### src/rtl/dmem_if.sv
// dmem_if: request/response bus between the CPU load/store port and the data-memory responder
//  req_valid/req_ready  request handshake (initiator holds fields until accepted)
//  addr/wdata/mem_write request fields
//  rsp_valid            one-cycle response strobe
//  rdata/err            response fields, qualified by rsp_valid
interface dmem_if;
  logic        req_valid;
  logic        req_ready;
  logic [31:0] addr;
  logic [31:0] wdata;
  logic        mem_write;
  logic        rsp_valid;
  logic [31:0] rdata;
  logic        err;
  modport master (output req_valid, addr, wdata, mem_write, input req_ready, rsp_valid, rdata, err);
  modport slave  (input req_valid, addr, wdata, mem_write, output req_ready, rsp_valid, rdata, err);
endinterface

### src/rtl/dmem_responder.sv
// dmem_responder: fixed-latency word responder serving a RAM, a cycle counter and a tohost register
//  clk     clock, rising edge
//  reset   asynchronous active-low reset
//  bus     dmem_if slave: request handshake in, response strobe/data/err out
//  tohost  current tohost register value
module dmem_responder #(
  parameter int unsigned DEPTH       = 64,
  parameter int unsigned WAIT_CYCLES = 1,
  parameter logic [31:0] MMIO_BASE   = 32'h0000_1000,
  parameter logic [31:0] CNT_INIT    = 32'h0000_0000
) (
  input  logic        clk,
  input  logic        reset,
  dmem_if.slave       bus,
  output logic [31:0] tohost
);
  localparam int unsigned AW    = $clog2(DEPTH);
  localparam logic [3:0]  WLOAD = (WAIT_CYCLES == 0) ? 4'd0 : 4'(WAIT_CYCLES - 1);
  typedef enum logic [1:0] {IDLE, WAIT, RESP} state_t;
  state_t        state_q, state_d;
  logic [3:0]    wcnt_q, wcnt_d;
  logic [31:0]   addr_q, wdata_q, rdata_q, tohost_q, cnt_q;
  logic          we_q, err_q;
  logic [31:0]   mem [DEPTH];
  logic          accept, commit;
  logic [31:0]   a, wd, rdata_d;
  logic          w, aligned, is_ram, is_cnt, is_th, err_d;
  logic [AW-1:0] idx;
  assign bus.req_ready = state_q == IDLE;
  assign bus.rsp_valid = state_q == RESP;
  assign bus.rdata     = rdata_q;
  assign bus.err       = err_q;
  assign tohost        = tohost_q;
  assign accept        = bus.req_valid && bus.req_ready;
  // with no wait states the access commits on the accept edge, so decode the live request there
  assign a       = state_q == IDLE ? bus.addr      : addr_q;
  assign wd      = state_q == IDLE ? bus.wdata     : wdata_q;
  assign w       = state_q == IDLE ? bus.mem_write : we_q;
  assign idx     = a[AW+1:2];
  assign aligned = a[1:0] == 2'b00;
  assign is_ram  = a < 32'(DEPTH * 4);
  assign is_cnt  = a == MMIO_BASE;
  assign is_th   = a == MMIO_BASE + 32'd4;
  assign err_d   = !aligned || !(is_ram || is_cnt || is_th);
  assign rdata_d = (err_d || w) ? 32'd0 : is_ram ? mem[idx] : is_cnt ? cnt_q : tohost_q;
  always_comb begin
    state_d = state_q;
    wcnt_d  = wcnt_q;
    commit  = 1'b0;
    unique case (state_q)
      IDLE: if (accept) begin
        if (WAIT_CYCLES == 0) state_d = RESP;
        else state_d = WAIT;
        wcnt_d = WLOAD;
        commit = WAIT_CYCLES == 0;
      end
      WAIT: begin
        if (wcnt_q == 4'd0) state_d = RESP;
        wcnt_d = wcnt_q == 4'd0 ? 4'd0 : wcnt_q - 4'd1;
        commit = wcnt_q == 4'd0;
      end
      RESP: state_d = IDLE;
      default: state_d = IDLE;
    endcase
  end
  always_ff @(posedge clk or negedge reset) begin
    if (!reset) begin
      state_q  <= IDLE;
      wcnt_q   <= 4'd0;
      addr_q   <= 32'd0;
      wdata_q  <= 32'd0;
      we_q     <= 1'b0;
      rdata_q  <= 32'd0;
      err_q    <= 1'b0;
      tohost_q <= 32'd0;
      cnt_q    <= CNT_INIT;
    end else begin
      state_q <= state_d;
      wcnt_q  <= wcnt_d;
      cnt_q   <= cnt_q + 32'd1;
      if (accept) begin
        addr_q  <= bus.addr;
        wdata_q <= bus.wdata;
        we_q    <= bus.mem_write;
      end
      if (commit) begin
        rdata_q <= rdata_d;
        err_q   <= err_d;
        if (w && is_th && !err_d) tohost_q <= wd;
      end
    end
  end
  // RAM is not reset; reset gates the write so a request presented during reset never lands
  always_ff @(posedge clk) begin
    if (commit && reset && w && is_ram && !err_d) mem[idx] <= wd;
  end
endmodule

### src/flat_wrapper.sv
// flat-port wrapper written by rule: the top's interface ports become plain ports
module dmem_responder_flat 
#(
  parameter int unsigned DEPTH       = 64,
  parameter int unsigned WAIT_CYCLES = 1,
  parameter logic [31:0] MMIO_BASE   = 32'h0000_1000,
  parameter logic [31:0] CNT_INIT    = 32'h0000_0000
)
  (clk, reset, tohost, bus_req_valid, bus_addr, bus_wdata, bus_mem_write, bus_req_ready, bus_rsp_valid, bus_rdata, bus_err);
  dmem_if bus_i ();
  input  logic clk;
  input  logic reset;
  output logic [31:0] tohost;
  input wire logic [$bits(bus_i.req_valid)-1:0] bus_req_valid;
  input wire logic [$bits(bus_i.addr)-1:0] bus_addr;
  input wire logic [$bits(bus_i.wdata)-1:0] bus_wdata;
  input wire logic [$bits(bus_i.mem_write)-1:0] bus_mem_write;
  output wire logic [$bits(bus_i.req_ready)-1:0] bus_req_ready;
  output wire logic [$bits(bus_i.rsp_valid)-1:0] bus_rsp_valid;
  output wire logic [$bits(bus_i.rdata)-1:0] bus_rdata;
  output wire logic [$bits(bus_i.err)-1:0] bus_err;
  assign bus_i.req_valid = bus_req_valid;
  assign bus_i.addr = bus_addr;
  assign bus_i.wdata = bus_wdata;
  assign bus_i.mem_write = bus_mem_write;
  assign bus_req_ready = bus_i.req_ready;
  assign bus_rsp_valid = bus_i.rsp_valid;
  assign bus_rdata = bus_i.rdata;
  assign bus_err = bus_i.err;
  dmem_responder #(.DEPTH(DEPTH), .WAIT_CYCLES(WAIT_CYCLES), .MMIO_BASE(MMIO_BASE), .CNT_INIT(CNT_INIT)) u_core (.clk(clk), .reset(reset), .bus(bus_i), .tohost(tohost));
endmodule
### config.mk
export PLATFORM = sky130hd
export DESIGN_NAME = dmem_responder_flat
export DESIGN_NICKNAME = d
export VERILOG_FILES = /design/src/rtl/dmem_if.sv /design/src/rtl/dmem_responder.sv /design/src/flat_wrapper.sv
export SDC_FILE = /design/constraint.sdc
export NUM_CORES = 2
export LEC_CHECK = 0
export BUFFER_PORTS_ARGS = -buffer_cell sky130_fd_sc_hd__buf_2
export CORE_MARGIN = 2
export CORE_UTILIZATION = 50
export DETAILED_ROUTE_END_ITERATION = 8
export PLACE_DENSITY = 0.63
export SLEW_MARGIN = 40
export SYNTH_ARGS = -nofsm -noshare
export SYNTH_HDL_FRONTEND = slang
export SYNTH_SLANG_ARGS = --single-unit
### constraint.sdc
create_clock -name clk -period 7.9 [get_ports clk]
set_clock_uncertainty 0.05 [all_clocks]
set_input_delay 0 -clock clk [delete_from_list [all_inputs] [get_ports clk]]
set_output_delay 0 -clock clk [all_outputs]
set_load 0.01 [all_outputs]
==> run_results.csv <==
group,metric,value,unit
global_route,overflow,0,
synthesis,synth_nets,5995,
timing,post-route-period-util,64.76,%
clock_tree,clock_latency,860,ps
clock_tree,clockBufferDepth,3,
die,die_h,419.9,um
pwr,power.leakage,35.51,nW
pwr,vdd_drop_max,0.4319,mV
setup_path,cp.arrival,5770,ps
timing,setup_violations,0,
cells_and_area,final.fill_count,12670,
die,start_util,50.37,%
clock_tree,cts_tree,"built",
timing,setup_slack,2784,ps
timing,period_needed,5116,ps
setup_path,path_max_fanout,47,
clock_tree,numCtsBuffers,217,
timing,grt_setup_unrepaired,"false",
setup_path,cp-endpoint,"u_core.bus.rdata[3]",
drt,vias,55800,
die,io_pins,135,
synthesis,yosysTopAreaCellShare,71.10,%
clock_tree,post_cts_buffers,0,
drt,wl_per_cell,32.00,um
global_route,track_usage,32.11,%
synthesis,synth_edf_count,2048,
cells_and_area,syn2layout_area_growth,18.74,%
hold_path,min-delay-path-class,"input pin to flop",
timing,slew_headroom,33.32,%
global_route,grt_pass1_wl,397500,um
clock_tree,htree_num_levels,4,
drt,drtPass1Iterations,8,
timing,max_freq,0.1955,GHz
die,rows,152,
drt,drc,0,
cells_and_area,drive_gt1_share,15.19,%
placed_design,place_area,93420,sq um
die,die_w,419.9,um
drt,drt_iter0_drc,9071,
clock_tree,cts_sinks,2216,
synthesis,syn_inst,5924,
placed_design,globalplace.congestion,0.9418,
setup_path,r2r-end,"u_core.bus.rdata[3]",
die,fp.coreArea,171700,sq um
synthesis,synth-seq-area-share,75.96,%
synthesis,synth_cell_type_count,56,
placed_design,place_ws,2704,ps
drt,ant_nets,0,
placed_design,numPortBuffers,134,
setup_path,r2r_cells,12,
clock_tree,cts_resized,0,
setup_path,cp-startpoint,"u_core.state_q[1]",
setup_path,worstPathRequired,8550,ps
setup_path,cp-end-kind,"flop",
drt,viasPerCell,6.271,
synthesis,synth_area_per_cell,14.60,sq um
cells_and_area,stdcell_area,102700,sq um
timing,worst_pin_slew,991.1,ps
clock_tree,clk_pin_slew,60,ps
global_route,grt_max_degree,123,
drt,drt_wl_total,284700,um
job,drv_cap,0,
clock_tree,ctsHoldBuffers,221,
setup_path,setup.worst_path.class,"flop to flop",
pwr,power_density,404.4,nW/um^2
timing,hold_viol,0,
cells_and_area,finalNetCount,6478,
die,die_area,176300,sq um
synthesis,synth_area_leaders,"edfxtp_1 (71%), nand2_1 (6.3%), mux2i_1 (4.9%), dfrtp_1 (4.9%), a21oi_1 (1.8%)",
setup_path,r2r_slack,2780,ps
synthesis,syn_area,86490,sq um
clock_tree,cts_root_buffer,"clkbuf_16",
timing,fin_setup_tns,0,ps
global_route,antenna_found_initial,17,
placed_design,dp_hpwl,170200,um
global_route,first_global_vias,52690,
synthesis,synth_ff_type,"edfxtp_1",
synthesis,async_reset_ff_share,7.581,%
synthesis,synth_area_leader_cell,"edfxtp_1",
setup_path,critPathLaunchType,"flop",
synthesis,ys.warnings.count,0,
outcome,status,"completed",
setup_path,rr_startpoint,"u_core.state_q[1]",
synthesis,ys_seq_elements,2216,
timing,maxSlewViolCount,0,
## power breakdown
group	switching [mW]	total, mW	internal [mW]	leakage [nW]
clock	4.44	10.2	5.75	3.42
combinational	12.2	15.9	3.68	11.3
sequential	0.157	15.4	15.3	20.7
## final cells by class
class                   instances  area, sq um  share of cell area, %
inverters                       8        30.03                0.02924
clock buffers                 262         5738                  5.587
repair buffers                619         6619                  6.444
diodes                          3        7.507               0.007309
multi-input cells            3345        20500                  19.96
flip-flops and latches       2216        65700                  63.97
well taps                    2310         2890                  2.814
clock inverters               135         1222                  1.190
## synthesized netlist by cell type (all sizes together) (28+ instances only)
| master | n |
|---|---|
| o22ai | 136 |
| mux4 | 28 |
| a22oi | 51 |
| mux2i | 427 |
| edfxtp | 2048 |
| nand3 | 232 |
| mux2 | 65 |
| nor4 | 149 |
| clkbuf | 213 |
| dfrtp | 168 |
| a31oi | 85 |
| nor2 | 103 |
| nand2 | 1443 |
| nor3 | 56 |
| o21ai | 28 |
| a32oi | 104 |
| a21oi | 306 |
| buf | 142 |
## cell families (layout without fill, tap and decap cells)
logic type	count (synthesis)	after routing	synth area share (%)
flops	2216	2216	75.96
simple gates	2037	2037	9.886
compound gates	755	755	5.471
mux	520	520	6.517
buf+inv	363	1024	1.817
xor+xnor	30	30	0.3038
fa+ha+maj	3	3	0.04340
other cells	0	3	0
## flip-flops by register name (all words and copies together) (netlist names)
name	flops
u_core.we_q	1
u_core.cnt_q	32
u_core.addr_q	32
u_core.wcnt_q	4
u_core.tohost	32
u_core.bus.err	1
u_core.wdata_q	32
u_core.mem	2048
u_core.state_q	2
u_core.bus.rdata	32
## worst max-delay path, stage by stage (launching register included)
cell      delay, ps
dfrtp_1         510
or2_2           370
inv_2           120
buf_4           540
mux2_2          820
nand2_4         490
buf_4           420
nor4_1          800
buf_4           270
nor2_1           60
o311ai_2        130
buf_4           230
o21ai_0          90
## per-layer routing
layer | global-route usage [%] | wire length, um | vias up
li1 | - | - | 23330
met1 | 45.39 | 110400 | 28140
met2 | 47.70 | 125300 | 3764
met3 | 7.093 | 33900 | 555
met4 | 14.79 | 15040 | 12
met5 | 0 | 89 | -
## cell usage in the layout (no fill, tap or decap), types with 47 or more instances in the layout
cell type      Yosys  layout
mux2_2            65      65
a32oi_1          104     104
a22oi_1           50      50
nor3_1            56      55
nor4_2             0      50
nand3_1          232     231
a31oi_1           85      83
nor2_4             0      68
nor4_1           148      89
clkinv_2           0      47
buf_8              0      59
buf_16             0      51
buf_2            110     136
dfrtp_1          168     168
mux2i_1          427     426
clkinv_1           0      54
a21oi_1          306     306
o22ai_1          136     136
dlygate4sd3_1      0     220
nand2_1         1443    1400
clkbuf_16          0     221
buf_4              9     111
edfxtp_1        2048    2048
## stage by stage
| stage | hold slack [ps] | utilization [%] | power, mW | instances |
|---|---|---|---|---|
| 2_1_floorplan | -345.6 | - | 23.51 | 5924 |
| 3_3_place_gp | -71.47 | 52.81 | 30.45 | 8159 |
| 3_5_place_dp | -70.07 | 54.40 | 30.82 | 8275 |
| 4_1_cts | 43.20 | 59.75 | 41.13 | 8893 |
| 5_1_grt | 139.1 | 59.80 | 42.49 | 8896 |
| 6_report | 116.7 | 59.81 | 41.54 | 8898 |
## how the worst min path moves through the flow
stage                        from                 end  slack, ps  cells past startpoint
CTS                 bus_req_valid    u_core.wcnt_q[1]         40                      5
finish              bus_req_valid    u_core.wcnt_q[1]        120                      5
detailed placement          reset  u_core.wdata_q[22]        -70                      1
global placement            reset  u_core.wdata_q[17]        -70                      1
global route        bus_req_valid    u_core.wcnt_q[0]        140                      5
floorplan                   reset    u_core.addr_q[0]       -350                      0
Power figures use the tool's default switching activity.
